### src/rtl/instr_decode_stage.sv
// Instruction decode stage with a two-entry output buffer (main + skid).
//
// Decodes the incoming RV32 instruction combinationally, classifies its format,
// extracts the sign-extended immediate and flags illegal encodings, then stores
// the result in a small FIFO. The oldest entry drives the outputs.
//
// Ports:
//   clk, rst                 rising-edge clock, asynchronous active-high reset
//   in_valid/in_ready        upstream handshake; in_ready depends on registered state only
//   in_instr, in_pc          raw instruction word and its address
//   flush                    drops every held entry; wins over a same-cycle accept/pop
//   out_valid/out_ready      downstream handshake
//   out_pc .. out_funct7     oldest entry: address and raw bit fields
//   out_imm, out_type        immediate and format (R=0 I=1 S=2 B=3 U=4 J=5 none=7)
//   out_illegal              illegal-encoding flag
//   out_exc_cause            ILLEGAL_CAUSE for illegal entries, 0 otherwise
module instr_decode_stage #(
  parameter bit          ENABLE_M      = 1'b0,
  parameter bit          ENABLE_CSR    = 1'b1,
  parameter logic [31:0] ILLEGAL_CAUSE = 32'd2
) (
  input  logic        clk,
  input  logic        rst,
  input  logic        in_valid,
  input  logic [31:0] in_instr,
  input  logic [31:0] in_pc,
  output logic        in_ready,
  input  logic        flush,
  input  logic        out_ready,
  output logic        out_valid,
  output logic [31:0] out_pc,
  output logic [6:0]  out_opcode,
  output logic [4:0]  out_rd,
  output logic [4:0]  out_rs1,
  output logic [4:0]  out_rs2,
  output logic [2:0]  out_funct3,
  output logic [6:0]  out_funct7,
  output logic [31:0] out_imm,
  output logic [2:0]  out_type,
  output logic        out_illegal,
  output logic [31:0] out_exc_cause
);

  localparam logic [2:0] TypeR    = 3'd0;
  localparam logic [2:0] TypeI    = 3'd1;
  localparam logic [2:0] TypeS    = 3'd2;
  localparam logic [2:0] TypeB    = 3'd3;
  localparam logic [2:0] TypeU    = 3'd4;
  localparam logic [2:0] TypeJ    = 3'd5;
  localparam logic [2:0] TypeNone = 3'd7;

  localparam logic [6:0] OpOp     = 7'b0110011;
  localparam logic [6:0] OpLoad   = 7'b0000011;
  localparam logic [6:0] OpImm    = 7'b0010011;
  localparam logic [6:0] OpJalr   = 7'b1100111;
  localparam logic [6:0] OpFence  = 7'b0001111;
  localparam logic [6:0] OpSystem = 7'b1110011;
  localparam logic [6:0] OpStore  = 7'b0100011;
  localparam logic [6:0] OpBranch = 7'b1100011;
  localparam logic [6:0] OpLui    = 7'b0110111;
  localparam logic [6:0] OpAuipc  = 7'b0010111;
  localparam logic [6:0] OpJal    = 7'b1101111;

  localparam logic [6:0] F7Base = 7'b0000000;
  localparam logic [6:0] F7Alt  = 7'b0100000;
  localparam logic [6:0] F7MulD = 7'b0000001;

  typedef struct packed {
    logic [31:0] pc;
    logic [6:0]  opcode;
    logic [4:0]  rd;
    logic [4:0]  rs1;
    logic [4:0]  rs2;
    logic [2:0]  funct3;
    logic [6:0]  funct7;
    logic [31:0] imm;
    logic [2:0]  typ;
    logic        illegal;
  } entry_t;

  localparam entry_t EntryReset = '{
    pc: 32'd0, opcode: 7'd0, rd: 5'd0, rs1: 5'd0, rs2: 5'd0, funct3: 3'd0,
    funct7: 7'd0, imm: 32'd0, typ: TypeNone, illegal: 1'b0
  };

  typedef enum logic [1:0] {StEmpty, StOne, StFull} state_e;

  state_e state_q, state_d;
  entry_t main_q, main_d;
  entry_t skid_q, skid_d;
  logic   rdy_q;
  entry_t dec;
  logic   accept, pop;

  // Combinational decode of the incoming word.
  always_comb begin
    logic [6:0] op;
    logic [2:0] f3;
    logic [6:0] f7;
    logic [31:0] ins;
    ins = in_instr;
    op  = ins[6:0];
    f3  = ins[14:12];
    f7  = ins[31:25];

    dec         = EntryReset;
    dec.pc      = in_pc;
    dec.opcode  = op;
    dec.rd      = ins[11:7];
    dec.rs1     = ins[19:15];
    dec.rs2     = ins[24:20];
    dec.funct3  = f3;
    dec.funct7  = f7;
    dec.typ     = TypeNone;
    dec.imm     = 32'd0;
    dec.illegal = (ins[1:0] != 2'b11);

    case (op)
      OpOp: begin
        dec.typ = TypeR;
        if (f7 == F7Base) begin
          // every funct3 is defined
        end else if (f7 == F7Alt) begin
          if (!(f3 == 3'b000 || f3 == 3'b101)) dec.illegal = 1'b1;
        end else if (f7 == F7MulD) begin
          if (!ENABLE_M) dec.illegal = 1'b1;
        end else begin
          dec.illegal = 1'b1;
        end
      end
      OpLoad, OpImm, OpJalr, OpFence, OpSystem: begin
        dec.typ = TypeI;
        dec.imm = {{20{ins[31]}}, ins[31:20]};
        if (op == OpLoad && (f3 == 3'b011 || f3 == 3'b110 || f3 == 3'b111)) dec.illegal = 1'b1;
        if (op == OpJalr && f3 != 3'b000) dec.illegal = 1'b1;
        // Shift-immediates reuse the upper imm bits as funct7.
        if (op == OpImm && f3 == 3'b001 && f7 != F7Base) dec.illegal = 1'b1;
        if (op == OpImm && f3 == 3'b101 && !(f7 == F7Base || f7 == F7Alt)) dec.illegal = 1'b1;
        if (op == OpSystem && f3 != 3'b000 && !ENABLE_CSR) dec.illegal = 1'b1;
      end
      OpStore: begin
        dec.typ = TypeS;
        dec.imm = {{20{ins[31]}}, ins[31:25], ins[11:7]};
        if (f3 > 3'b010) dec.illegal = 1'b1;
      end
      OpBranch: begin
        dec.typ = TypeB;
        dec.imm = {{19{ins[31]}}, ins[31], ins[7], ins[30:25], ins[11:8], 1'b0};
        if (f3 == 3'b010 || f3 == 3'b011) dec.illegal = 1'b1;
      end
      OpLui, OpAuipc: begin
        dec.typ = TypeU;
        dec.imm = {ins[31:12], 12'd0};
      end
      OpJal: begin
        dec.typ = TypeJ;
        dec.imm = {{11{ins[31]}}, ins[31], ins[19:12], ins[20], ins[30:21], 1'b0};
      end
      default: begin
        dec.typ     = TypeNone;
        dec.illegal = 1'b1;
      end
    endcase
  end

  // rdy_q keeps in_ready low during reset and for the first cycle until an edge sees rst low.
  assign in_ready  = rdy_q && (state_q != StFull);
  assign out_valid = (state_q != StEmpty);
  assign accept    = in_valid && in_ready;
  assign pop       = out_valid && out_ready;

  always_comb begin
    state_d = state_q;
    main_d  = main_q;
    skid_d  = skid_q;
    if (flush) begin
      state_d = StEmpty;
    end else begin
      unique case (state_q)
        StEmpty: begin
          if (accept) begin
            main_d  = dec;
            state_d = StOne;
          end
        end
        StOne: begin
          if (accept && pop) begin
            main_d = dec;
          end else if (accept) begin
            skid_d  = dec;
            state_d = StFull;
          end else if (pop) begin
            state_d = StEmpty;
          end
        end
        StFull: begin
          if (pop) begin
            main_d  = skid_q;
            state_d = StOne;
          end
        end
        default: state_d = StEmpty;
      endcase
    end
  end

  always_ff @(posedge clk or posedge rst) begin
    if (rst) begin
      state_q <= StEmpty;
      main_q  <= EntryReset;
      skid_q  <= EntryReset;
      rdy_q   <= 1'b0;
    end else begin
      state_q <= state_d;
      main_q  <= main_d;
      skid_q  <= skid_d;
      rdy_q   <= 1'b1;
    end
  end

  assign out_pc        = main_q.pc;
  assign out_opcode    = main_q.opcode;
  assign out_rd        = main_q.rd;
  assign out_rs1       = main_q.rs1;
  assign out_rs2       = main_q.rs2;
  assign out_funct3    = main_q.funct3;
  assign out_funct7    = main_q.funct7;
  assign out_imm       = main_q.imm;
  assign out_type      = main_q.typ;
  assign out_illegal   = main_q.illegal;
  assign out_exc_cause = main_q.illegal ? ILLEGAL_CAUSE : 32'd0;

endmodule

### config.mk
export PLATFORM = sky130hd
export DESIGN_NAME = instr_decode_stage
export DESIGN_NICKNAME = d
export VERILOG_FILES = /design/src/rtl/instr_decode_stage.sv
export SDC_FILE = /design/constraint.sdc
export NUM_CORES = 1
export LEC_CHECK = 0
export CORE_ASPECT_RATIO = 1.4
export CORE_MARGIN = 3
export CORE_UTILIZATION = 51
export DETAILED_ROUTE_END_ITERATION = 16
export HOLD_SLACK_MARGIN = 0.15
export PLACE_DENSITY = 0.89
export SLEW_MARGIN = 10
export SYNTH_ARGS = -nofsm -noshare
export SYNTH_HDL_FRONTEND = slang
export SYNTH_SLANG_ARGS = --single-unit
### constraint.sdc
create_clock -name clk -period 10.2 [get_ports clk]
set_input_delay 3.06 -clock clk [delete_from_list [all_inputs] [get_ports clk]]
set_output_delay 3.06 -clock clk [all_outputs]
set_load 0.02 [all_outputs]
# [Word level (Yosys, flattened, before mapping)]
# Cells that the tools add are included.
[word_totals] ff_bits=203 in_bits=69 output_inout_bits=134 word_cells=107
[op_classes] order_cmp=1 eq_ne=29 muxes=24 bitwise_logic=2 reduce_logical=29
[ops] cell="2-to-1 mux 100 bit" count=3
[ops] cell="one-hot mux 100 bit (3 select lines)" count=1
[ops] cell="one-hot mux 32 bit (5 select lines)" count=1
[ops] cell="== test 7 x 6 -> 1 bit, second input constant" count=4
[ops] cell="== test 7 bit, second input constant" count=4
[ops] cell="one-hot mux 3 bit (6 select lines)" count=1
[ops] cell="== test 7 x 5 -> 1 bit, second input constant" count=2
[ops] cell="2-to-1 mux 2 bit" count=7
[ops] cell="logical AND 1 bit" count=10
[ops] cell="inequality test 2 bit, second input constant" count=5
[ops] cell="== test 3 bit, second input constant" count=3
[ops] cell="2-to-1 mux 1 bit" count=9
[ops] cell="inequality test 3 bit, second input constant" count=3
[ops] cell="AND reduction 4 bit" count=2
[ops] cell="== test 7 x 2 -> 1 bit, second input constant" count=1
[ops] cell="== test 7 x 4 -> 1 bit, second input constant" count=1
[ops] cell="logical NOT 7 bit" count=1
[ops] cell="nonzero test 7 bit" count=1
[ops] cell="== test 3 x 2 -> 1 bit, second input constant" count=2
[ops] cell="one-hot mux 2 bit (3 select lines)" count=1
[ops] cell="nonzero test 3 bit" count=2
[ops] cell="logical OR 1 bit" count=5
[ops] cell="one-hot mux 1 bit (5 select lines)" count=1
[ops] cell="AND reduction 5 bit" count=1
[ops] cell="13 further kinds" count=14

# [Logic depth before layout (Yosys ltp)]
[logic_depth] word_depth=11 mapped_depth=7 mapped_depth_nobuf=5

# [Worst setup path after synthesis]
# No wires, ideal clock.
[synth_timing] path_type="input -> register" from="in in_instr[3]" to="reg main_q, in the netlist out_imm[5]" setup_time_ns=0.077 t_arrival_ns=4.294 t_required_ns=10.123 slack_ns=5.828 stages=7 path_buffers=2 path_cell_list="buf_4 > nor3b_2 > o221ai_2 > a21o_1 > buf_6 > or3b_1 > a21oi_1"
[synth_via] elab_chain_len=5 elab_cells_between_ends=16 classes_between="eq/ne: 10; mux: 4; reduce/logical: 2"
[synth_rtl] item="from (decl)" line_no="25" rtl="input logic [31:0] in_instr,"
[synth_rtl] item="== test 7 x 2 -> 1 bit, or another cell as far along" line_no="118" rtl="case (op)"
[synth_rtl] item="OR reduction 5 bit / OR reduction 2 bit (equally long branches)"
[synth_rtl] item="one-hot mux 32 bit (5 select lines) (*)" line_no="118"
[synth_rtl] item="2-to-1 mux 100 bit (on tied branches)" line_no="187, 181"
[synth_rtl] item="one-hot mux 100 bit (3 select lines) (*)" line_no="179" rtl="unique case (state_q)"
[synth_rtl] item="to (signal assigned)" line_no="210" rtl="main_q <= EntryReset;"
[synth_rtl] item="to (signal assigned)" line_no="215" rtl="main_q <= main_d;"
[synth_rtl] item="to (decl)" line_no="89" rtl="entry_t main_q, main_d;"
# Every way passes the cells marked *; elsewhere a longest branch is shown, timed or not. The select of a mux whose other input is x is not followed.
# A chain may end at the register's enable or synchronous reset.

# [Worst setup path after layout]
[layout_timing] from="reg state_q[0]" to="out in_ready"
[layout_via] elab_chain_len=2
[layout_rtl] item="from (decl)" line_no="88" rtl="state_e state_q, state_d;"
[layout_rtl] item="from (signal assigned)" line_no="209" rtl="state_q <= StEmpty;"
[layout_rtl] item="from (signal assigned)" line_no="214" rtl="state_q <= state_d;"
[layout_rtl] item="inequality test 2 bit" line_no="167" rtl="assign in_ready = rdy_q && (state_q != StFull);"
[layout_rtl] item="logical AND 1 bit" line_no="167"
[layout_rtl] item="to (decl)" line_no="27" rtl="output logic in_ready,"
# Every way passes these cells.

==> results.toml <==
[run_status]
status = "finished clean"

[yosys]
synth.area.top_cells = "dfrtp_1 52%, nand2_1 15%, a31oi_1 5.7%"
ys_async_sr_fraction_pct = 100
synth.avg_cell_area_um2 = 8.62
synth_top_flop_cell = "dfrtp_1"
syn-cell-area_um2 = 9400
synth_edf_count = 0
synth_common_cells = "369 x nand2_1, 197 x dfrtp_1, 115 x nor2_1"
yosysMostFrequentCell = "nand2_1"
synth.distinct_cells = 56
synth_top_area_share_pct = 52.4
yosys_warnings = 0
synth_top_area_cell = "dfrtp_1"
netlist_instances = 1090
synth-seq-area-share_pct = 54.1
ys_ff_latch = 203

[place]
portBuffers = 171
gp_congestion = 0.914
dp_hpwl_um = 16200

[grt]
grt_use_total_pct = 25.0
grt_overflow = 0
grt_pass1_wl_um = 41200
antenna_found_initial = 0
grt_pass1_vias = 7947
grt_max_degree = 119

[critical_path]
reg2reg_depth = 6
worstSetupPathType = "register to output pin"
arrival_ns = 2.63
critical_path.max_fanout = 81
r2r-end = "out_imm[27]"
cp_top_family = "simple AND/OR/NAND/NOR gates"
cp-start-kind = "register"
reg2reg_setup_slack_ns = 7.19
slowest_stage = "nand2b_4"
critPathMaxStageDelay_ns = 0.82
reg2reg_from = "state_q[1]"
cp.required_ns = 7.14
crit_path_cell_trace = "nand2b_4, and2_1, clkdlybuf4s50_1"
crit_buf_inv = 1
worstSetupEndpointType = "output pin"

[floorplanning]
initial_core_util_pct = 52.2
coreArea_um2 = 18000
io_pins = 203
die_w_um = 121
die-area_um2 = 20100
fp-row-count = 58
fp.dieH_um = 167

[final_layout]
multi_input_comb_area_um2 = 3820
fin_util_pct = 64.8
nFillCells = 1464
fin_nets = 1278
diodes = 0
seqCellArea_um2 = 5090
area_growth_pct = 24.0
drive_gt1_share_pct = 5.07

[clocking]
ctsHoldBuffers = 0
tritoncts = "built"
clockBufferDepth = 3
clkSinkCount = 203
cts_buffers = 20
h-tree-depth = 1
path_clk_slew_ns = 0.06
insertion_delay_ns = 0.49
postCtsResizedCells = 0
cts_setup_buffers = 0
clock_tree.root_cell = "clkbuf_16"

[power]
p_leak_nw = 5.23
ir_worst_vdd_mv = 0.150
total_power_mw = 2.32
powerDensity_nw_per_um2 = 199

[sta]
tns_ns = 0
fin_crit_ns = 5.69
hold_viol_final = 0
period_share_pct = 55.8
clock_skew_ns = 0.00745
worst_pin_slew_ns = 1.17
holdWs_ns = 0.468
fmax_mhz = 176
rsz0062_at_grt = "false"
max-slew-margin-rel_pct = 22.2
setup_viol_count_final = 0
maxSlewViolCount = 0

[detailed_routing]
postRouteAntennaNets = 0
dr_total_vias = 8240
wl_per_cell_um = 17.4
drcViolationCount = 0
vias_per_cell = 5.63
drt_iter0_drc = 785
routed_wl_um = 25400
first_pass_iters = 6

[run]
max_cap_viol_count = 0

[worst_hold_path]
holdPathEnd = "skid_q[2]"
min_from = "skid_q[2]"
worstHoldPathCells = 2
hold_path.class = "register to register"
[cell usage in the layout, fill, tap and decap left out, types with 3 or more instances in the layout]
master / instances
nand2_1: 369
clkbuf_8: 8
a22oi_1: 5
mux2i_1: 3
nor2_1: 115
a31oi_1: 85
and2_1: 5
clkbuf_16: 21
and3_1: 11
a21o_1: 3
nor3_1: 15
dfrtp_1: 197
or3b_1: 5
clkdlybuf4s50_1: 171
conb_1: 32
a21oi_1: 23
clkbuf_1: 5
nand3_1: 8
nand2b_1: 7
a211oi_1: 13
dfstp_2: 6
nor2b_1: 7
a221o_1: 8
o211ai_1: 9
buf_4: 7
inv_1: 3
o21ai_0: 39
[report_power, final]
group	switching [mW]	internal [mW]	total (mW)
combinational	0.293	0.239	0.532
clock	0.302	0.435	0.737
sequential	0.0884	0.959	1.05
total	0.683	1.63	2.32
[worst reg2reg max path, delay by kind of cell, from the launching register on]
family                 cells  cell delay [ns]
AOI/OAI and AO/OA          3             0.86
buffers and inverters      1             0.75
DFF                        1             0.49
and+or+nand+nor            2             0.77
[final cells by class]
| type | count | share of cell area [%] |
|---|---|---|
| clock inverter | 2 | 0.0859 |
| inverter | 4 | 0.193 |
| timing repair buffer | 178 | 15.1 |
| tap | 240 | 2.58 |
| sequential | 203 | 43.6 |
| clock buffer | 34 | 5.61 |
| multi-input combinational | 802 | 32.8 |
[cell families (layout without fill, tap and decap cells)]
| group | after synthesis | in the layout | share of synthesized area (%) |
|---|---|---|---|
| AND/OR/NAND/NOR | 565 | 565 | 24.9 |
| flip-flops | 203 | 203 | 54.1 |
| AO/OA/AOI/OAI | 201 | 201 | 13.7 |
| buffers and inverters | 115 | 218 | 6.80 |
| multiplexers | 3 | 3 | 0.320 |
| other | 2 | 32 | 0.0799 |
| XOR/XNOR | 1 | 1 | 0.0932 |
[how the worst max path moves through the flow]
stage | cells after the start | end | slack, ns | from
after floorplan | 1 | out_funct3[0] | 1.61 | rst
after global placement | 7 | out_imm[22] | 4.30 | out_ready
after detailed placement | 7 | out_imm[25] | 4.23 | in_valid
after CTS | 3 | in_ready | 4.48 | state_q[0]
after global routing | 3 | in_ready | 4.37 | state_q[0]
final | 3 | in_ready | 4.51 | state_q[0]
[metal layers]
metal,track usage [%],share of wire (%)
met1,32.3,38
met2,42.0,50
met3,3.53,7.8
met4,10.7,4.0
met5,0,0
[through the flow]
| stage | cells | cell area (um2) | setup slack, ns |
|---|---|---|---|
| CTS | 1463 | 11700 | 4.48 |
| global route | 1463 | 11700 | 4.37 |
| detailed placement | 1427 | 11000 | 4.23 |
| global placement | 1427 | 11000 | 4.30 |
| finish | 1463 | 11700 | 4.51 |
| floorplan | 1120 | 9510 | 1.61 |
[registers in the layout, summed over array words and instances (netlist names)]
| register | count |
|---|---|
| skid_q | 100 |
| out_imm | 32 |
| out_pc | 32 |
| out_funct7 | 7 |
| out_opcode | 7 |
| out_rd | 5 |
| out_rs1 | 5 |
| out_rs2 | 5 |
| out_funct3 | 3 |
| out_type | 3 |
| state_q | 2 |
| out_illegal | 1 |
| rdy_q | 1 |
(Power assumes the default switching activity.)
